File: src/rtl/spi_eeprom_if.sv
// SPI bus bundle for the EEPROM slave: master-driven sck/csn/mosi and
// slave-driven miso, miso_oe and the busy (WIP) mirror.
interface spi_eeprom_if;
    logic sck;
    logic csn;
    logic mosi;
    logic miso;
    logic miso_oe;
    logic busy;

    modport master (output sck, csn, mosi, input miso, miso_oe, busy);
    modport slave  (input sck, csn, mosi, output miso, miso_oe, busy);
endinterface

File: src/rtl/spi_eeprom_slave.sv
// SPI mode-0 EEPROM slave, 128x8 array, 16-byte write pages, status register
// {4'b0, BP1, BP0, WEL, WIP}. All logic runs on clk; SPI pins are synchronized.
// Optional feature: define SPI_EEPROM_WRSR_EN to enable WRSR (0x01) and
// block-protect checking on writes.
module spi_eeprom_slave #(
    parameter int WRITE_CYCLES = 64
) (
    input logic         clk,
    input logic         rst_n,
    spi_eeprom_if.slave bus
);
    localparam int CW = $clog2(WRITE_CYCLES + 1);

    localparam logic [7:0] OP_WREN  = 8'h06;
    localparam logic [7:0] OP_WRDI  = 8'h04;
    localparam logic [7:0] OP_RDSR  = 8'h05;
    localparam logic [7:0] OP_READ  = 8'h03;
    localparam logic [7:0] OP_WRITE = 8'h02;
`ifdef SPI_EEPROM_WRSR_EN
    localparam logic [7:0] OP_WRSR  = 8'h01;
`endif

    typedef enum logic [2:0] {IDLE, CMD, ADDR, WDATA, RDATA, STAT, IGNORE} state_t;
    typedef enum logic [1:0] {P_NONE, P_WREN, P_WRDI} pend_t;

    logic [1:0]    sck_sync, csn_sync, mosi_sync;
    logic          sck_d, csn_d;
    logic          sck_rise, sck_fall, csn_rise, csn_fall;
    logic [7:0]    rx_byte;

    state_t        state;
    pend_t         pend;
    logic [2:0]    bit_cnt;
    logic [7:0]    shreg;
    logic [7:0]    cmd;
    logic [6:0]    addr;
    logic [7:0]    tx_sh;
    logic          miso_q, miso_oe_q;
    logic          wel, wip;
    logic [1:0]    bp;
    logic [CW-1:0] wr_cnt;
    logic          wr_any;     // at least one byte committed in this frame
    logic [7:0]    status;
    logic          blocked;
    logic          mem_we;

    logic [7:0]    mem [128];

    // Two-flop synchronizers plus one delay stage for edge detection
    always_ff @(posedge clk or negedge rst_n) begin
        if (!rst_n) begin
            sck_sync  <= 2'b00;
            csn_sync  <= 2'b11;
            mosi_sync <= 2'b00;
            sck_d     <= 1'b0;
            csn_d     <= 1'b1;
        end else begin
            sck_sync  <= {sck_sync[0], bus.sck};
            csn_sync  <= {csn_sync[0], bus.csn};
            mosi_sync <= {mosi_sync[0], bus.mosi};
            sck_d     <= sck_sync[1];
            csn_d     <= csn_sync[1];
        end
    end

    assign sck_rise = sck_sync[1] & ~sck_d;
    assign sck_fall = ~sck_sync[1] & sck_d;
    assign csn_rise = csn_sync[1] & ~csn_d;
    assign csn_fall = ~csn_sync[1] & csn_d;
    assign rx_byte  = {shreg[6:0], mosi_sync[1]};
    assign status   = {4'b0000, bp, wel, wip};

    // Block-protect decode for the current write address
    always_comb begin
        blocked = 1'b0;
`ifdef SPI_EEPROM_WRSR_EN
        case (bp)
            2'b01:   blocked = (addr >= 7'h60);
            2'b10:   blocked = (addr >= 7'h40);
            2'b11:   blocked = 1'b1;
            default: blocked = 1'b0;
        endcase
`endif
    end

    // Array write strobe: 8th rise of a data byte in a WRITE frame
    always_comb begin
        mem_we = 1'b0;
        if (!csn_rise && sck_rise && state == WDATA && bit_cnt == 3'd7 &&
            cmd == OP_WRITE && !blocked)
            mem_we = 1'b1;
    end

    // Memory array, intentionally not reset
    always_ff @(posedge clk) begin
        if (mem_we)
            mem[addr] <= rx_byte;
    end

    // Frame FSM, status register and write-cycle timer
    always_ff @(posedge clk or negedge rst_n) begin
        if (!rst_n) begin
            state     <= IDLE;
            pend      <= P_NONE;
            bit_cnt   <= '0;
            shreg     <= '0;
            cmd       <= '0;
            addr      <= '0;
            tx_sh     <= '0;
            miso_q    <= 1'b0;
            miso_oe_q <= 1'b0;
            wel       <= 1'b0;
            wip       <= 1'b0;
            bp        <= 2'b00;
            wr_cnt    <= '0;
            wr_any    <= 1'b0;
        end else begin
            // WIP stays set for exactly WRITE_CYCLES clk cycles
            if (wip) begin
                if (wr_cnt <= CW'(1)) begin
                    wip    <= 1'b0;
                    wr_cnt <= '0;
                end else begin
                    wr_cnt <= wr_cnt - CW'(1);
                end
            end

            if (csn_rise) begin
                // Frame end: WREN/WRDI only take effect for exact 8-bit frames
                state     <= IDLE;
                miso_q    <= 1'b0;
                miso_oe_q <= 1'b0;
                pend      <= P_NONE;
                if (pend == P_WREN)
                    wel <= 1'b1;
                else if (pend == P_WRDI)
                    wel <= 1'b0;
                if (wr_any) begin
                    wip    <= 1'b1;
                    wel    <= 1'b0;
                    wr_cnt <= CW'(WRITE_CYCLES);
                    wr_any <= 1'b0;
                end
            end else if (state == IDLE) begin
                if (csn_fall) begin
                    state   <= CMD;
                    bit_cnt <= '0;
                    wr_any  <= 1'b0;
                    pend    <= P_NONE;
                end
            end else begin
                if (sck_rise) begin
                    shreg   <= rx_byte;
                    bit_cnt <= bit_cnt + 3'd1;
                    pend    <= P_NONE;   // any bit beyond the 8th cancels WREN/WRDI
                    if (bit_cnt == 3'd7) begin
                        case (state)
                            CMD: begin
                                cmd <= rx_byte;
                                if (wip && rx_byte != OP_RDSR) begin
                                    state <= IGNORE;
                                end else begin
                                    case (rx_byte)
                                        OP_WREN: begin pend <= P_WREN; state <= IGNORE; end
                                        OP_WRDI: begin pend <= P_WRDI; state <= IGNORE; end
                                        OP_RDSR: begin state <= STAT; tx_sh <= status; end
                                        OP_READ:  state <= ADDR;
                                        OP_WRITE: state <= wel ? ADDR : IGNORE;
`ifdef SPI_EEPROM_WRSR_EN
                                        OP_WRSR:  state <= wel ? WDATA : IGNORE;
`endif
                                        default:  state <= IGNORE;
                                    endcase
                                end
                            end
                            ADDR: begin
                                addr <= rx_byte[6:0];
                                if (cmd == OP_READ) begin
                                    state <= RDATA;
                                    tx_sh <= mem[rx_byte[6:0]];
                                end else begin
                                    state <= WDATA;
                                end
                            end
                            WDATA: begin
`ifdef SPI_EEPROM_WRSR_EN
                                if (cmd == OP_WRSR) begin
                                    bp     <= rx_byte[3:2];
                                    wr_any <= 1'b1;
                                    state  <= IGNORE;
                                end else
`endif
                                begin
                                    if (!blocked)
                                        wr_any <= 1'b1;
                                    addr <= {addr[6:4], addr[3:0] + 4'd1};
                                end
                            end
                            RDATA: begin
                                addr  <= addr + 7'd1;
                                tx_sh <= mem[addr + 7'd1];
                            end
                            STAT:    tx_sh <= status;
                            default: ;
                        endcase
                    end
                end else if (sck_fall && (state == RDATA || state == STAT)) begin
                    miso_q    <= tx_sh[7];
                    tx_sh     <= {tx_sh[6:0], 1'b0};
                    miso_oe_q <= 1'b1;
                end
            end
        end
    end

    assign bus.miso    = miso_q;
    assign bus.miso_oe = miso_oe_q;
    assign bus.busy    = wip;

endmodule

File: src/flat_wrapper.sv
// flat-port wrapper written by rule: the top's interface ports become plain ports
module spi_eeprom_slave_flat 
#(
    parameter int WRITE_CYCLES = 64
)
  (clk, rst_n, bus_sck, bus_csn, bus_mosi, bus_miso, bus_miso_oe, bus_busy);
  spi_eeprom_if bus_i ();
  input logic clk;
  input logic rst_n;
  input wire logic [$bits(bus_i.sck)-1:0] bus_sck;
  input wire logic [$bits(bus_i.csn)-1:0] bus_csn;
  input wire logic [$bits(bus_i.mosi)-1:0] bus_mosi;
  output wire logic [$bits(bus_i.miso)-1:0] bus_miso;
  output wire logic [$bits(bus_i.miso_oe)-1:0] bus_miso_oe;
  output wire logic [$bits(bus_i.busy)-1:0] bus_busy;
  assign bus_i.sck = bus_sck;
  assign bus_i.csn = bus_csn;
  assign bus_i.mosi = bus_mosi;
  assign bus_miso = bus_i.miso;
  assign bus_miso_oe = bus_i.miso_oe;
  assign bus_busy = bus_i.busy;
  spi_eeprom_slave #(.WRITE_CYCLES(WRITE_CYCLES)) u_core (.clk(clk), .rst_n(rst_n), .bus(bus_i));
endmodule
File: config.mk
export PLATFORM = sky130hd
export DESIGN_NAME = spi_eeprom_slave_flat
export DESIGN_NICKNAME = d
export VERILOG_FILES = /design/src/rtl/spi_eeprom_if.sv /design/src/rtl/spi_eeprom_slave.sv /design/src/flat_wrapper.sv
export SDC_FILE = /design/constraint.sdc
export NUM_CORES = 2
export LEC_CHECK = 0
export ABC_AREA = 0
export CELL_PAD_IN_SITES_DETAIL_PLACEMENT = 2
export CELL_PAD_IN_SITES_GLOBAL_PLACEMENT = 2
export CORE_MARGIN = 8
export CORE_UTILIZATION = 50
export DETAILED_ROUTE_END_ITERATION = 16
export MAX_ROUTING_LAYER = met4
export PLACE_DENSITY_LB_ADDON = 0.1
export REMOVE_ABC_BUFFERS = 1
export SLEW_MARGIN = 25
export SYNTH_ARGS = -nofsm -noshare
export SYNTH_HDL_FRONTEND = slang
export SYNTH_SLANG_ARGS = --single-unit
File: constraint.sdc
create_clock -name clk -period 7.2 [get_ports clk]
set_clock_uncertainty 0.05 [all_clocks]
set_input_delay 1.08 -clock clk [delete_from_list [all_inputs] [get_ports clk]]
set_output_delay 1.08 -clock clk [all_outputs]
set_load 0.05 [all_outputs]
======== Word level (Yosys, flattened, before mapping) ========
Memory sizes are Yosys's and may differ from the RTL's.
Cells that the tools add are included.
cells by class
  bitwise logic cells ..................... 11
  eq/ne operators ......................... 25
  muxes and demuxes ....................... 57
  add/subtract/negate cells ............... 4
  reduce and logical (&&, ||, !) cells .... 30
  order comparisons ....................... 1
operators by type and width
  operator             number
  $mux 8               6
  $mux 3               11
  $eq 8x2->1 const B   4
  $pmux 8 s4           1
  $mux 7               4
  $eq 8x3->1 const B   3
  $mux 1               24
  $pmux 7 s3           1
  $reduce_bool 3->1    5
  $mux 2               7
  $reduce_and 5->1     2
  $eq 3x3->1 const B   3
  $ne 3x3->1 const B   3
  $pmux 3 s3           1
  $reduce_and 3->1     3
  $ne 8x3->1 const B   1
  $reduce_and 4->1     2
  $reduce_and 8->1     1
  $reduce_bool 2->1    4
  $add 7x1->7 const B  1
  $le 7x1->1 const B   1
  $not 1->1            7
  $sub 7x1->7 const B  1
  $eq 3x2->1 const B   2
  19 further kinds     30
word-level totals
  bits in registers ....................... 58
  memory bits (writable) .................. 1024
  logic and storage cells ................. 148
  memories kept ........................... 1
memory list
  name        depth  width  read ports  clocked after Yosys merged registers in  write ports  RTL line                RTL
  u_core.mem  128    8      2           0                                        1            spi_eeprom_slave.sv:47  logic [7:0] mem [128];

======== Longest topological paths before layout ========
  word-level depth ........................ 10
  mapped depth ............................ 12
  depth with buffers taken out ............ 8

======== Least setup slack after synthesis ========
Ideal clock, no wire load.
  kind .................................... reg-to-reg
  start ................................... register u_core.shreg[0]
  end ..................................... register u_core.tx_sh[2]
  setup slack ............................. 2930 ps
  required time ........................... 7018 ps
  setup time .............................. 132 ps
  arrival time ............................ 4089 ps
  stages on the path, launching flop included .. 11
  path buffers ............................ 4
  cell sequence ........................... dfrtp_1 > buf_6 > buf_6 > buf_4 > buf_2 > mux4_2 > mux4_2 > nand2_1 > nand2_1 > o211ai_1 > a31oi_1
on the way
  cells in the longest elaborated chain, start to end .. 5
RTL lines
  item                      RTL line                 RTL
  start: declaration        spi_eeprom_slave.sv:34   logic [7:0] shreg;
  start signal: assignment  spi_eeprom_slave.sv:153  shreg <= rx_byte;
  $mem_v2 128x8             n/a
  $mux 8                    spi_eeprom_slave.sv:178  if (cmd == OP_READ) begin
  $pmux 8 s4                spi_eeprom_slave.sv:157  case (state)
  $mux 8                    spi_eeprom_slave.sv:156  if (bit_cnt == 3'd7) begin
  $mux 8                    spi_eeprom_slave.sv:152  if (sck_rise) begin
  end signal: assignment    spi_eeprom_slave.sv:180  tx_sh <= mem[rx_byte[6:0]];
  end signal: assignment    spi_eeprom_slave.sv:201  tx_sh <= mem[addr + 7'd1];
  end signal: assignment    spi_eeprom_slave.sv:203  STAT: tx_sh <= status;
  end: declaration          spi_eeprom_slave.sv:37   logic [7:0] tx_sh;
Several ways; a longest one is shown, not always the timed one. The select of a mux whose other input is x is not followed.
A chain may end at the register's enable or synchronous reset.

======== Final worst setup path ========
  start ................................... register u_core.cmd[5]
  end ..................................... memory u_core.mem[110][0] (enable)
on the way
  cells in the longest elaborated chain, start to end .. 5
RTL lines
  item                          RTL line                 RTL
  start: declaration            spi_eeprom_slave.sv:35   logic [7:0] cmd;
  start signal: assignment      spi_eeprom_slave.sv:159  cmd <= rx_byte;
  $eq 8x2->1                    spi_eeprom_slave.sv:90   cmd == OP_WRITE && !blocked)
  $logic_and 1x1->1             spi_eeprom_slave.sv:89   if (!csn_rise && sck_rise && state == WDATA && bit_cnt == 3'd7 &&
  $mux 1                        spi_eeprom_slave.sv:89
  $mux 1                        spi_eeprom_slave.sv:96   if (mem_we)
  $mux 1 (implied by the code)  spi_eeprom_slave.sv:97   mem[addr] <= rx_byte;
  end: declaration              spi_eeprom_slave.sv:47
No other way between the ends.

==> flow_summary_export.csv <==
group,metric,value,unit
run_status,status,"finished, final reports clean",
job,cap_violations,0,
global_routing,grt_pass1_vias,31300,
worst_setup_path,critPathRequiredTime,7.47,ns
worst_setup_path,arrival,4.86,ns
power,net-switching-power,5.67,mW
worst_setup_path,crit_path_start_kind,"register",
cts,cts_resized,0,
synth,synth_fa_ha_area_share,0.147,%
power,clockPowerShare,32.8,%
timing,worst_slack,2.61,ns
detailed_routing,drtIter0Drc,4132,
global_routing,globalRouteOverflowTotal,0,
final_layout,utilization,55.7,%
synth,post_synth_mux_area_share,27.4,%
detailed_routing,dr.pass1.iters,6,
timing,worst_pin_slew,1.14,ns
global_routing,grt_use_total,32.5,%
detailed_routing,via_per_inst,7.36,
synth,synth_compound_area_share,2.96,%
synth,avgSynthCellArea,19.3,µm²
timing,rsz0062_at_grt,"no",
die,core,102000,µm²
detailed_routing,drc,0,
die,io_pins,8,
worst_setup_path,crit_slowest_cell,"nor2_1",
cts,cts_tree,"built",
final_layout,drive_above_1_share,32.7,%
global_routing,grt_max_degree,138,
timing,period_share,63.8,%
cts,cts-root-buf,"clkbuf_16",
worst_setup_path,cp_max_fo,17,
die,fp.dieW,336,µm
worst_setup_path,cpPeakStageDelay,1.21,ns
power,peakVddDrop,0.260,mV
placement,dp.final_hpwl,117000,µm
placement,pre_cts_slack,2.61,ns
timing,slew_violations,0,
die,dieHeight,336,µm
worst_setup_path,crit_family,"simple AND/OR/NAND/NOR gates",
synth,yosys.area_share.simple,4.09,%
global_routing,grt_pass1_wl,252000,µm
timing,timing.fmax,218,MHz
power,p_sw_share,30.8,%
timing,maxSlewHeadroom,23.8,%
cts,cts_made_buffers,115,
placement,place_area,52700,µm²
min_path,hold_path_class,"in -> async",
final_layout,final_area,56600,µm²
worst_setup_path,worstSetupEndpointType,"register",
synth,synth_top_family_by_area,"multiplexers",
final_layout,syn2layout_area_growth,10.7,%
worst_setup_path,crit_buf_inv,0,
detailed_routing,ant_nets,0,
synth,synthXorXnorAreaFrac,0.186,%
power,p_leak,17.4,nW
synth,yosysWarnings,2,
synth,async_reset_ff_share,5.36,%
synth,synth_ff_type,"edfxtp_1",
detailed_routing,vias,30400,
power,power,18.4,mW
final_layout,seq_area,32200,µm²
detailed_routing,wl_per_cell,43.0,µm
timing,min_period,4.59,ns
final_layout,fill_cells,8509,
die,die_area,113000,µm²
cts,h-tree-depth,3,
cts,clkTransAtPathRegs,0.06,ns
worst_setup_path,crit_type,"reg -> reg",
cts,cts_num_sinks,1082,
placement,place_congestion,0.944,
synth,synth-seq-area-share,63.0,%
power,power_frac_seq,43.2,%
worst_setup_path,path_cells,"nor4_1 -> and3_1 -> nand3_1 -> nor3_1 -> nand3_2 -> nor2_1",
final_layout,nets,2676,
synth,syn_inst,2655,
cts,worstSkewPairLatency,0.72,ns
synth,ys_ff_latch,1082,
detailed_routing,routed_wl,178000,µm
placement,portBuffers,7,
die,start_util,50.3,%
global_routing,grt_antenna_before_repair,8,
cts,cts-hold-fix-buffers,0,
synth,synth_edf_count,1024,
final_layout,multi_input_area,18000,µm²
die,rows,117,
synth,yosysUniqueCellTypes,88,
timing,hold_viol_final,0,
power,power.density,326,nW/µm²
power,combPwrFrac,24.0,%
cts,cts_setup_buffers,0,
power,p_int,12.8,mW
synth,synth_area,51100,µm²
cts,clock_path_buffers,3,
timing,setup_viol,0,
## cells in the final DEF (no fill, tap or decap), types with 19 or more instances in the layout
cell type | netlist | routed
o21ai_0 | 40 | 40
clkinv_2 | 0 | 23
nand2_1 | 137 | 135
edfxtp_1 | 1024 | 1024
nand3_1 | 37 | 36
mux2i_1 | 74 | 74
nor2_2 | 0 | 37
mux4_2 | 561 | 561
nor2_1 | 186 | 149
buf_4 | 39 | 66
clkbuf_16 | 0 | 119
dfrtp_1 | 55 | 46
nor3_1 | 20 | 19
a22oi_1 | 25 | 25
a21oi_1 | 35 | 35
clkinv_1 | 1 | 31
## power by group through the flow
stage / clock [mW] / sequential [mW] / combinational, mW
2_1_floorplan: 0 / 8.60 / 2.36
3_3_place_gp: 0 / 8.10 / 4.16
5_1_grt: 6.28 / 7.96 / 4.61
4_1_cts: 6.10 / 7.94 / 4.40
6_report: 6.05 / 7.95 / 4.42
3_5_place_dp: 0 / 8.08 / 4.38
## layer usage
metal  global-route usage (%)  wire length [µm]
met1                     44.9             69700
met2                     48.7             83400
met3                     6.39             17000
met4                     11.9              7360
met5                        -                 0
## final timing paths
path,from,to,slack [ns],depth (start not counted)
setup reg to reg,u_core.cmd[5]$_DFFE_PN0P_,u_core.mem[110][0]$_DFFE_PP_,2.61,6
hold reg to reg,u_core.mosi_sync[0]$_DFF_PN0_,u_core.mosi_sync[1]$_DFF_PN0_,0.30,0
hold / removal,rst_n,u_core.sck_sync[1]$_DFF_PN0_,0.14,1
setup / recovery,u_core.cmd[5]$_DFFE_PN0P_,u_core.mem[110][0]$_DFFE_PP_,2.61,6
min in group clk,u_core.mosi_sync[0]$_DFF_PN0_,u_core.mosi_sync[1]$_DFF_PN0_,0.30,0
max in group asynchronous,rst_n,u_core.addr[0]$_DFFE_PN0P_,5.83,2
## worst register-to-register path, cell delays in order (launching register included)
cell	delay (ns)
dfrtp_1	0.38
nor4_1	0.64
and3_1	0.26
nand3_1	0.19
nor3_1	0.53
nand3_2	0.91
nor2_1	1.23
## Yosys cell counts (all sizes together) (11+ instances only)
master / number / area, µm²
a22oi: 25 / 188
mux2i: 74 / 741
nor3: 20 / 100
nand2b: 11 / 68.8
a21oi: 36 / 184
edfxtp: 1024 / 30700
nand3: 38 / 195
mux2: 16 / 180
nand2: 137 / 514
o21ai: 42 / 210
dfrtp: 55 / 1380
inv: 14 / 52.6
nor2: 186 / 698
mux4: 579 / 13100
a221oi: 17 / 149
nor2b: 13 / 81.3
buf: 124 / 796
clkbuf: 69 / 260
## registers in the layout (all words and copies together) (netlist names)
signal              flops
u_core.wel              1
u_core.state            3
u_core.mosi_sync        2
u_core.mem           1024
u_core.csn_d            1
u_core.addr             7
u_core.bus.busy         1
u_core.wr_cnt           7
u_core.tx_sh            8
u_core.bit_cnt          3
u_core.pend             2
u_core.sck_d            1
u_core.csn_sync         2
u_core.cmd              8
u_core.bus.miso_oe      1
u_core.shreg            7
u_core.sck_sync         2
u_core.bus.miso         1
u_core.wr_any           1
## final cells by class
class	instances	share of cell area, %
inverter	15	0.0995
timing repair buffer	86	1.42
clock inverter	72	1.17
multi-input combinational	1365	31.8
tap	1368	3.02
antenna	4	0.0177
sequential	1082	57.0
clock buffer	141	5.50
## stage by stage
stage	hold slack [ns]	setup TNS, ns	std cells
after floorplan	0.281	-5408.39	2462
after global placement	0.294	0	3914
after detailed placement	0.292	0	3915
after CTS	0.111	0	4128
after global routing	0.122	0	4133
final	0.143	0	4133
## logic make-up (layout without fill, tap and decap cells)
family	count (synthesis)	after routing
other	0	4
flip-flops	1082	1082
AO/OA/AOI/OAI	214	214
buffers and inverters	208	314
multiplexers	669	669
XOR/XNOR	10	10
adder cells (fa/ha/maj)	6	6
AND/OR/NAND/NOR	466	466
Power figures use the tool's default switching activity.
